### config.mk
export PLATFORM = sky130hd
export DESIGN_NAME = of_hazard_ctrl
export DESIGN_NICKNAME = d
export VERILOG_FILES = /design/src/rtl/of_hazard_ctrl.sv
export SDC_FILE = /design/constraint.sdc
export NUM_CORES = 1
export LEC_CHECK = 0
export ABC_AREA = 1
export CAP_MARGIN = 0
export CORE_MARGIN = 2
export CORE_UTILIZATION = 46
export CTS_CLUSTER_SIZE = 12
export DETAILED_ROUTE_END_ITERATION = 7
export GPL_TIMING_DRIVEN = 0
export PLACE_DENSITY = 0.77
export SLEW_MARGIN = 20
export SYNTH_ARGS = -nofsm -noshare
export SYNTH_HDL_FRONTEND = slang
export SYNTH_SLANG_ARGS = --single-unit
### constraint.sdc
create_clock -name clk -period 1.7 [get_ports clk]
set_input_delay 0.34 -clock clk [delete_from_list [all_inputs] [get_ports clk]]
set_output_delay 0.34 -clock clk [all_outputs]
set_load 0.03 [all_outputs]
### src/rtl/of_hazard_ctrl.sv
// Scoreboard issue controller between operand fetch and execute: RAW/WAW/multi-cycle-unit
// hazard detection, per-register busy tracking and a saturating stall counter.
// Optional writeback bypass: define OF_HAZARD_FWD_EN to enable it and add the fwd1/fwd2 outputs.
module of_hazard_ctrl #(
    parameter int NREG    = 16,
    parameter int RW      = 4,
    parameter int MDU_LAT = 4,
    parameter int SCNT_W  = 16
) (
    input  logic              clk,
    input  logic              rst_n,
    input  logic              of_valid,
    input  logic [RW-1:0]     of_rs1,
    input  logic [RW-1:0]     of_rs2,
    input  logic              of_use1,
    input  logic              of_use2,
    input  logic [RW-1:0]     of_rd,
    input  logic              of_wr,
    input  logic              of_multi,
    input  logic              ex_ready,
    input  logic              flush,
    input  logic              wb_valid,
    input  logic [RW-1:0]     wb_rd,
    output logic              issue,
    output logic              stall,
    output logic [NREG-1:0]   busy,
    output logic              mdu_busy,
    output logic [SCNT_W-1:0] stall_cycles
`ifdef OF_HAZARD_FWD_EN
    ,
    output logic              fwd1,
    output logic              fwd2
`endif
);

    logic [3:0]      mdu_cnt;
    logic [NREG-1:0] busy_nxt;
    logic            raw1;
    logic            raw2;
    logic            waw;
    logic            hazard;

`ifdef OF_HAZARD_FWD_EN
    logic wb_hit1;
    logic wb_hit2;
    logic wb_hitd;

    // A writeback landing this cycle resolves the dependency through the bypass path.
    assign wb_hit1 = wb_valid & (wb_rd == of_rs1);
    assign wb_hit2 = wb_valid & (wb_rd == of_rs2);
    assign wb_hitd = wb_valid & (wb_rd == of_rd);
    assign raw1    = of_use1 & busy[of_rs1] & ~wb_hit1;
    assign raw2    = of_use2 & busy[of_rs2] & ~wb_hit2;
    assign waw     = of_wr & busy[of_rd] & ~wb_hitd;
    assign fwd1    = of_valid & of_use1 & busy[of_rs1] & wb_hit1;
    assign fwd2    = of_valid & of_use2 & busy[of_rs2] & wb_hit2;
`else
    assign raw1 = of_use1 & busy[of_rs1];
    assign raw2 = of_use2 & busy[of_rs2];
    assign waw  = of_wr & busy[of_rd];
`endif

    assign hazard   = of_valid & (raw1 | raw2 | waw | (of_multi & (mdu_cnt != 4'd0)));
    assign issue    = of_valid & ~flush & ~hazard & ex_ready;
    assign stall    = of_valid & ~flush & (hazard | ~ex_ready);
    assign mdu_busy = (mdu_cnt != 4'd0);

    // Clear first so a same-cycle set on the same register wins.
    always_comb begin
        busy_nxt = busy;
        if (wb_valid) begin
            busy_nxt[wb_rd] = 1'b0;
        end
        if (issue && of_wr) begin
            busy_nxt[of_rd] = 1'b1;
        end
    end

    always_ff @(posedge clk or negedge rst_n) begin
        if (!rst_n) begin
            busy         <= '0;
            mdu_cnt      <= 4'd0;
            stall_cycles <= '0;
        end else begin
            busy <= busy_nxt;
            if (issue && of_multi) begin
                mdu_cnt <= 4'(MDU_LAT);
            end else if (mdu_cnt != 4'd0) begin
                mdu_cnt <= mdu_cnt - 4'd1;
            end
            if (stall && (stall_cycles != '1)) begin
                stall_cycles <= stall_cycles + 1'b1;
            end
        end
    end

endmodule

==> metrics, run 1 <==
total instance count after detailed placement=about 530; setup repair after global routing missed its margin=true; time the worst path needs with I/O delays and setup=between 2 and 2.5 ns; FF+latch count, synth=36; number of distinct library cells after synthesis=28; average detailed-routed wire length per instance=roughly 15 um; routing usage on met1=0.3720; Maximum Capacitance Violations=0; routability congestion estimate=0.8688; Reg2Reg Setup Slack=-0.29 ns; critical-path cell with the highest stage delay=sky130_fd_sc_hd__dfrtp_2; most frequent standard cell in the layout excluding fill and tap cells=sky130_fd_sc_hd__nand2_1; Hold Path Class=input port to flip-flop; cell depth of the worst hold path=3; top-level I/O count=slightly above 60; antenna cells=0; power density cells=743.1 nW/um2; startpoint of the worst-slack reg-to-reg timing path=busy[11]; path type of the worst setup path=flip-flop to output pin; Final Instance Count excl. Fillers=564; total iterations of the first detailed-routing run=5; CTS tree=yes; global routing usage summed across all routing layers=0.2757; number of I/O port buffers=59; Synth Area in XOR/XNOR=0.05616; final non-filler cell area=3770 um2; end of the worst hold path=busy[1]; core region area=5540 um2; total number of vias=between 2000 and 3000; cell mode on critical path=sky130_fd_sc_hd__nand2_1; sort of element at the start of the critical path=flip-flop; syn_area_per_cell=6.628 um2; cts bufs inserted=5; leading cell types in the layout, fill and taps excluded=sky130_fd_sc_hd__nand2_1, sky130_fd_sc_hd__inv_1, sky130_fd_sc_hd__nor2_1; maximum vdd ir drop=between 0.7 and 0.8 mV; horizontal extent of the die=approximately 80 um; Clock Tree Buf Depth=2; Yosys warning count=0; Data arrival, critical path=between 1.5 and 2 ns; wire length of the first global-routing pass=13830 um; post-route clock skew=0.005255 ns; mux share of post-synthesis cell area=0; CTS clock-pin slew for the worst setup and hold paths=0.08 ns; busiest grt layer=met2; number of DRC markers after the initial detailed-route iteration=approximately 330; largest net degree at the start of global routing=27; required time of the worst setup path=roughly 1.4 ns; path depth of the worst reg2reg path=17; number of sinks on the clock net=36; DRC=0; library cell used as clock root buffer=sky130_fd_sc_hd__clkbuf_8; share of synthesized cell area in and, or, nand and nor gates=0.4125; row count=27; number of filler instances in the final layout=roughly 500; vertical extent of the die=79.92 um; placement-stage cell area=between 3000 and 4000 um2; part of the cycle the worst path needs=1.311; leakage power summed over all cells=about 2 nW; Worst Slack Setup Final=-0.5294 ns; Rel. slew slack=0.6523; Post-Synthesis Cell Area=~2700 um2; final setup violation count=37; area grow syn2layout=42.19%; number of failing hold endpoints at the final stage=0; peak per-stage delay on the critical path=0.44 ns; final routed wirelength across all metal layers=between 8000 and 9000 um; layout cells sized above 1=0.2073; worst slew pin tran=between 0.5 and 0.6 ns; total nets after synthesis=roughly 430; Slew Viols, Final=0; outcome=finished with violations; Cells after Synth=400; maximum operating frequency=~450 MHz; post-synthesis compound-gate area fraction=0.07739; Critical R2R Capture=busy[14]; vias in the first global route=between 2000 and 3000; Overflow after GRT=0; effective utilization at floorplan=0.4785; HPWL reported at the end of detailed placement=about 5800 um; number of nets in the final layout=520; via-per-instance ratio=roughly 5.3; Synth Area in Adders=0.01416; Die Area=approximately 6400 um2; cells traversed along the worst timing path=nand2_1 > nand2_1 > nand2_1 > nand2_1 > nand2_1 > nand2_1 > o21ai_1 > nand2_1 > nor2_1 > nand4_1 > nor2_4 > buf_6 > buf_6; Critical Path Fanout Max=5; routing usage on met3=0.05656; insertion delay to the later sink of the worst-skew pair=0.29 ns; violations in the final reports=setup timing; met2 routing resource usage after global routing=0.4442; number of routed nets with antenna violations=0; start point of the worst min-delay path=of_wr; antenna violations before repair=0; CTS H-Tree Depth=2; sequential area share after synthesis=0.3398; kind of end point of the critical path=output pin; main combinational cell family by area after synthesis=simple AND/OR/NAND/NOR gates
timing repair:
item                                    4_1_cts  5_1_grt
gates resized for setup                     104        9
setup buffers                                20        1
gates cloned                                  2        0
endpoints found under the setup margin       69       38
endpoints found under the hold margin        10        0
hold buffers                                  1        0
pin swaps                                    18        4
worst max-delay path by stage:
stage	start	slack [ns]	end	depth (start not counted)
6_report	busy[11]	-0.53	issue	13
4_1_cts	busy[2]	-0.57	issue	13
5_1_grt	busy[2]	-0.65	issue	13
3_5_place_dp	of_rs2[0]	-1.55	issue	12
3_3_place_gp	of_rs2[0]	-1.50	issue	12
2_1_floorplan	busy[8]	-0.15	issue	12
area by class of cell:
class                   count  area, um2  share of cell area
clock buffers               5      68.82             0.01825
repair buffers             84      765.7              0.2031
flip-flops and latches     36      923.4              0.2449
clock inverters             3      18.77            0.004978
inverters                  46      172.7             0.04580
multi-input cells         308       1624              0.4308
plain buffers              10      106.4             0.02821
well taps                  72      90.09             0.02390
state kept, by name, indices dropped and copies added (netlist names):
name / cells
mdu_cnt: 4
stall_cycles: 16
busy: 16
routing by layer:
layer / vias to the layer above / part of all wire
li1: 1469 / -
met2: 133 / 0.47
met4: 0 / 0.023
met5: - / 0
met1: 1372 / 0.42
met3: 21 / 0.082
worst max-delay path, delay by kind of cell, from the launching register on:
family,cells,cell delay (ns)
flip-flops,1,0.44
AO/OA/AOI/OAI,1,0.12
buffers and inverters,2,0.23
AND/OR/NAND/NOR,10,0.80
logic make-up (layout without fill, tap and decap cells):
logic type	count (synthesis)	count (layout)
AO/OA/AOI/OAI	37	37
XOR/XNOR	17	17
adder cells (fa/ha/maj)	3	3
buffers and inverters	56	148
flip-flops	36	36
AND/OR/NAND/NOR	251	251
stage by stage:
| stage | hold WS [ns] | util | worst slack, ns | power (mW) | setup TNS, ns |
|---|---|---|---|---|---|
| after floorplan | 0.04441 | - | -0.1527 | 1.766 | -1.487 |
| after global placement | 0.5179 | 0.6145 | -1.503 | 2.117 | -49.75 |
| after detailed placement | 0.2416 | 0.6172 | -1.552 | 2.155 | -28.57 |
| after CTS | 0.3284 | 0.6762 | -0.5662 | 2.804 | -5.033 |
| after global routing | 0.3491 | 0.6804 | -0.6517 | 2.995 | -10.85 |
| final | 0.3389 | 0.6804 | -0.5294 | 2.801 | -5.739 |
Yosys cell counts:
cell | number | area, um2
sky130_fd_sc_hd__a21boi_0 | 1 | 7.510
sky130_fd_sc_hd__a21oi_1 | 7 | 35.03
sky130_fd_sc_hd__buf_4 | 2 | 15.01
sky130_fd_sc_hd__buf_6 | 5 | 56.30
sky130_fd_sc_hd__clkbuf_1 | 2 | 7.510
sky130_fd_sc_hd__clkbuf_8 | 1 | 13.76
sky130_fd_sc_hd__dfrtp_1 | 36 | 900.9
sky130_fd_sc_hd__ha_1 | 3 | 37.54
sky130_fd_sc_hd__inv_1 | 45 | 168.9
sky130_fd_sc_hd__inv_2 | 1 | 3.750
sky130_fd_sc_hd__nand2_1 | 142 | 533.0
sky130_fd_sc_hd__nand2_2 | 1 | 6.260
sky130_fd_sc_hd__nand2_4 | 1 | 11.26
sky130_fd_sc_hd__nand3_1 | 38 | 190.2
sky130_fd_sc_hd__nand3_4 | 1 | 17.52
sky130_fd_sc_hd__nand3b_1 | 2 | 15.01
sky130_fd_sc_hd__nand4_1 | 18 | 112.6
sky130_fd_sc_hd__nand4_2 | 1 | 12.51
sky130_fd_sc_hd__nor2_1 | 41 | 153.9
sky130_fd_sc_hd__nor2_4 | 1 | 11.26
sky130_fd_sc_hd__nor3_1 | 4 | 20.02
sky130_fd_sc_hd__nor3_2 | 1 | 10.01
sky130_fd_sc_hd__o211ai_1 | 3 | 22.52
sky130_fd_sc_hd__o21ai_0 | 21 | 105.1
sky130_fd_sc_hd__o21ai_1 | 1 | 5.000
sky130_fd_sc_hd__o31ai_1 | 4 | 30.03
sky130_fd_sc_hd__xnor2_1 | 8 | 70.07
sky130_fd_sc_hd__xor2_1 | 9 | 78.83
where the power goes:
group	switching (mW)	internal (mW)	total (mW)
clock	0.332	0.286	0.618
sequential	0.143	0.983	1.13
combinational	0.624	0.434	1.06
total	1.10	1.70	2.80
No activity file was read; power rests on OpenSTA's default activity.
==> run 2, diff against run 1 <==
--- a/config.mk
+++ b/config.mk
@@ -8,11 +8,12 @@
 export ABC_AREA = 1
 export CAP_MARGIN = 0
 export CORE_MARGIN = 2
-export CORE_UTILIZATION = 46
+export CORE_UTILIZATION = 50
 export CTS_CLUSTER_SIZE = 12
 export DETAILED_ROUTE_END_ITERATION = 7
+export DONT_BUFFER_PORTS = 1
 export GPL_TIMING_DRIVEN = 0
-export PLACE_DENSITY = 0.77
+export PLACE_DENSITY = 0.68
 export SLEW_MARGIN = 20
 export SYNTH_ARGS = -nofsm -noshare
 export SYNTH_HDL_FRONTEND = slang
==> run 2 against run 1 <==
Net effect: the flow still finishes with violations (setup timing); utilization down 3.3 points; sequential cell count unchanged; power up 1.7%; combinational power down 25%; via count down 8.8%; sequential share of layout area up 3.7 points; critical path depth down 3; maximum frequency down 2.6%; count of clock-buffer cells in the layout up 1; worst setup slack worse by 0.060 ns; largest cell class unchanged.
==> metrics, run 2 (same netlist as run 1, synthesis figures left out) <==
antenna cells=0; path depth of the worst reg2reg path=14; violations in the final reports=setup timing; Maximum Capacitance Violations=0; cell depth of the worst hold path=2; CTS tree=yes; largest net degree at the start of global routing=37; horizontal extent of the die=between 70 and 80 um; leading cell types in the layout, fill and taps excluded=sky130_fd_sc_hd__nand2_1, sky130_fd_sc_hd__inv_1, sky130_fd_sc_hd__nor2_1; total instance count after detailed placement=470; count of buffer and inverter cells on the critical path=2; total number of vias=2730; Data arrival, critical path=1.95 ns; via-per-instance ratio=approximately 5.5; routability congestion estimate=between 0.8 and 0.9; kind of end point of the critical path=output pin; worst slew pin tran=approximately 0.7 ns; cell mode on critical path=sky130_fd_sc_hd__nand3_1; total iterations of the first detailed-routing run=5; number of routed nets with antenna violations=0; outcome=finished with violations; part of the cycle the worst path needs=1.347; leakage power summed over all cells=~1.6 nW; required time of the worst setup path=roughly 1.4 ns; final setup violation count=37; Slew Viols, Final=0; maximum vdd ir drop=0.6623 mV; number of DRC markers after the initial detailed-route iteration=216; Hold Path Class=input port to flip-flop; Levels on crit path=10; antenna violations before repair=0; registers with the most flip-flops=busy: 16 flops, stall_cycles: 16 flops, mdu_cnt: 4 flops; sort of element at the start of the critical path=flip-flop; DRC=0; CTS H-Tree Depth=2; Rel. slew slack=0.5221; power density cells=about 860 nW/um2; vias in the first global route=~2500; cts bufs inserted=5; peak per-stage delay on the critical path=slightly above 0.5 ns; critical-path cell with the highest stage delay=sky130_fd_sc_hd__dfrtp_2; Clock Tree Buf Depth=2; area grow syn2layout=24.68%; HPWL reported at the end of detailed placement=roughly 5300 um; sum of internal, switching and leakage power=roughly 2.8 mW; global routing usage summed across all routing layers=0.2678; Worst Slack Setup Final=-0.5898 ns; setup repair after global routing missed its margin=true; post-route clock skew=~0.0053 ns; CTS clock-pin slew for the worst setup and hold paths=~0.070 ns; number of sinks on the clock net=36; most frequent standard cell in the layout excluding fill and tap cells=sky130_fd_sc_hd__nand2_1; Top delay family on crit path=simple AND/OR/NAND/NOR gates; maximum operating frequency=about 440 MHz; path type of the worst setup path=flip-flop to output pin; effective utilization at floorplan=0.5191; core region area=around 5100 um2; top-level I/O count=61; Overflow after GRT=0; library cell used as clock root buffer=sky130_fd_sc_hd__clkbuf_8; vertical extent of the die=a little under 80 um; Die Area=about 5900 um2; row count=26; time the worst path needs with I/O delays and setup=about 2.3 ns; layout cells sized above 1=0.2725; Final Instance Count excl. Fillers=approximately 500; Critical Path Fanout Max=5; average detailed-routed wire length per instance=roughly 16 um; placement-stage cell area=2811 um2; final routed wirelength across all metal layers=7762 um; wire length of the first global-routing pass=12520 um; insertion delay to the later sink of the worst-skew pair=approximately 0.29 ns; number of nets in the final layout=450; final non-filler cell area=about 3300 um2; cells traversed along the worst timing path=inv_2 > nand2_1 > nand3_1 > nand3_1 > nand3b_1 > a21oi_1 > nor2_2 > nand4_1 > nor2_4 > buf_8; number of failing hold endpoints at the final stage=0; number of I/O port buffers=0
[run 2: cell types whose count changed in the layout (fill, tap and decap cells not counted), sizes merged, moves of 2 or more]
cell / delta
clkdlybuf4s15: -3
buf: -17
dlygate4sd2: -33
clkinv: -2
clkdlybuf4s50: -14
[run 2: cell type report]
cell class                 instances  area (um2)
sequential                        36       933.4
buffer                            10       110.1
multi-input combinational        308        1710
clock buffer                       6       72.57
fill                             472        1802
clock inverter                     2       35.03
timing repair buffer              14       183.9
inverter                          46       172.7
tap                               70       87.58
[run 2: worst paths after layout]
check                      startpoint         end  slack, ns
setup / recovery              busy[5]       issue      -0.59
setup reg to reg              busy[5]    busy[10]      -0.36
hold reg to reg            mdu_cnt[3]  mdu_cnt[3]       0.56
min in group asynchronous       rst_n  mdu_cnt[0]       0.52
max in group asynchronous       rst_n    busy[10]       0.97
hold / removal               of_multi  mdu_cnt[2]       0.17
[run 2: per-layer routing]
layer / part of all wire / GRT usage / up-vias
li1: - / - / 1334
met1: 0.45 / 0.3891 / 1267
met2: 0.45 / 0.3974 / 114
met3: 0.082 / 0.05647 / 15
met4: 0.017 / 0.08545 / 0
met5: 0 / 0 / -
[run 2: per-stage QoR]
| step | hold slack (ns) | util | setup WS, ns | setup TNS, ns |
|---|---|---|---|---|
| final | 0.1661 | 0.6472 | -0.5898 | -10.78 |
| after global placement | 0.04544 | 0.5505 | -0.3419 | -7.922 |
| after floorplan | 0.04441 | - | -0.1527 | -1.487 |
| after global routing | 0.1687 | 0.6472 | -0.7284 | -16.20 |
| after detailed placement | 0.04519 | 0.5505 | -0.3860 | -9.285 |
| after CTS | 0.1953 | 0.6186 | -0.5873 | -9.060 |
[run 2: what timing repair did]
item                       4_1_cts  5_1_grt
setup buffers                    8        2
hold buffers                     2        0
setup endpoints to repair       37       37
gates cloned                     2        0
pin swaps                       27       12
hold endpoints to repair        36        0
gates resized for setup         44       35
[run 2: where the power goes]
group / internal [mW] / total [mW] / switching, mW
Combinational: 0.334 / 0.793 / 0.460
Clock: 0.436 / 0.765 / 0.330
Sequential: 0.986 / 1.29 / 0.304
==> RTL edit: new RTL, settings of run 2 <==
Make the reset (`rst_n`) synchronous in one clocked block.
--- a/src/rtl/of_hazard_ctrl.sv
+++ b/src/rtl/of_hazard_ctrl.sv
@@ -76,7 +76,7 @@
         end
     end
 
-    always_ff @(posedge clk or negedge rst_n) begin
+    always_ff @(posedge clk) begin
         if (!rst_n) begin
             busy         <= '0;
             mdu_cnt      <= 4'd0;
Function: differs if rst_n is asserted again (counterexample within 4 cycles, from zero or initial values and one cycle with rst_n low); with rst_n held inactive, the same outputs for 10 cycles.
==> RTL edit against run 2 <==
The run still ends with negative setup slack left; power fell by 17%; clock skew grew 0.0064 ns; cell area is 0.98% lower; clock power is 15% lower; sequential cell count unchanged; count of clock-buffer cells in the layout grew 1; setup slack improved by 0.17 ns; area after synthesis fell by 1.7%; wire length down 4.5%; largest power group unchanged.
==> RTL edit: results (changes against run 2) <==
stage,metric,value,unit,change
timing,slew_headroom,51.8,%,-0.38 points
logic_synthesis,syn_nets,426,,-0.70%
setup_path,ff2ff_path_depth,15,,+1
timing,fin_skew,0.0117,ns,+0.00643 ns
routing,drtIter0Drc,246,,+14%
setup_path,rr_startpoint,mdu_cnt[0],,
pwr,ir_drop,0.000660,V,-0.38%
cells_and_area,num_antenna_cells,0,,unchanged
status,violations,negative setup slack,,
worst_hold_path,min_to,stall_cycles[1],,
logic_synthesis,async_reset_ff_share,0,%,-100 points
routing,drt-wirelength-per-cell,14.9,um,-5.3%
status,status,finished with violations,,
logic_synthesis,synth.area.top_cells,"dfxtp_1 (28%), nand2_1 (16%), inv_1 (5.8%), nand3_1 (5.8%), nor2_1 (5.8%)",,
logic_synthesis,synth_cell_types,34,,+21%
timing,setup_viol,38,,+2.7%
setup_path,regToRegEndpoint,busy[12],,
cells_and_area,nFillCells,511,,+8.3%
worst_hold_path,hold_start,rst_n,,
cells_and_area,layout.nets,453,,+0.67%
cells_and_area,drive_gt1_share,32.4,%,+5.1 points
routing,vias,2750,,+0.73%
pwr,p_leak,1.29,nW,-21%
timing,timing.final.ws_setup,-0.418,ns,+0.172 ns
worst_hold_path,min_path_type,in -> reg,,
global_route,grt_usage,26.2,%,-0.61 points
placement,hpwl,5.34,mm,+1.1%
global_route,first_global_vias,2506,,+0.60%
setup_path,critPathMaxFanout,6,,+1
setup_path,slowest_delay,0.32,ns,-0.19 ns
global_route,antenna_found_initial,0,,unchanged
setup_path,crit_slowest_cell,dfxtp_2,,
logic_synthesis,ys_top_cells_by_count,"nand2_1 (110), inv_1 (40), nor2_1 (40)",,
global_route,grt_first_pass_wirelength,12.3,mm,-1.4%
setup_path,cp.arrival,1.78,ns,-0.17 ns
cells_and_area,top_regs,"busy x16, stall_cycles x16, mdu_cnt x4",,
logic_synthesis,seq_area_frac_synth,27.7,%,-6.3 points
placement,gp_congestion,0.891,,+2.6%
logic_synthesis,ys.flop_type,dfxtp_1,,
clock_tree,clockBufferDepth,2,,unchanged
global_route,grt_max_degree,12,,-68%
[RTL edit: report_power, final]
group | internal, W | total [W] | switching, W
combinational | 0.000348 | 0.000806 | 0.000458
sequential | 0.000858 | 0.000899 | 0.0000411
clock | 0.000330 | 0.000652 | 0.000323
[RTL edit: kinds of logic after synthesis]
group           after synthesis  synth area share [%]
compound gates               67                  15.6
xor+xnor                     14                  4.71
fa+ha+maj                     2                 0.960
buf+inv                      57                  10.9
flops                        36                  27.7
simple gates                222                  40.2
[RTL edit: stage by stage]
stage	hold WS (ns)	utilization [%]	std cells	setup TNS [ns]	cell area, um2
5_1_grt	0.140	64.5	496	-16.17	3270
4_1_cts	0.145	62.9	492	-7.24	3190
3_3_place_gp	0.453	55.1	468	-8.50	2800
2_1_floorplan	0.450	-	398	-1.23	2710
6_report	0.148	64.5	496	-9.27	3270
3_5_place_dp	0.461	55.1	468	-9.16	2800
[RTL edit: final cells by class]
| cell class | count | share of cell area, % |
|---|---|---|
| flip-flops and latches | 36 | 24.7 |
| clock inverters | 1 | 0.229 |
| repair buffers | 20 | 7.76 |
| well taps | 70 | 2.68 |
| inverters | 42 | 4.89 |
| multi-input cells | 305 | 52.8 |
| clock buffers | 7 | 2.64 |
| plain buffers | 15 | 4.40 |
[RTL edit: layer usage]
metal  track usage [%]  wire, um  up-vias  part of all wire [%]
met5                 0         0        -                     0
met4              7.82       108        0                   1.5
met3              6.28       560        9                   7.6
met2              39.7      3270       96                    44
met1              36.9      3470     1264                    47
li1                  -         -     1381                     -
[RTL edit: repair_timing]
action / 4_1_cts / 5_1_grt
buffers inserted: 13 / 4
pin swaps: 19 / 6
resized for setup: 59 / 13
setup endpoints to repair: 38 / 38
gates cloned: 3 / 0
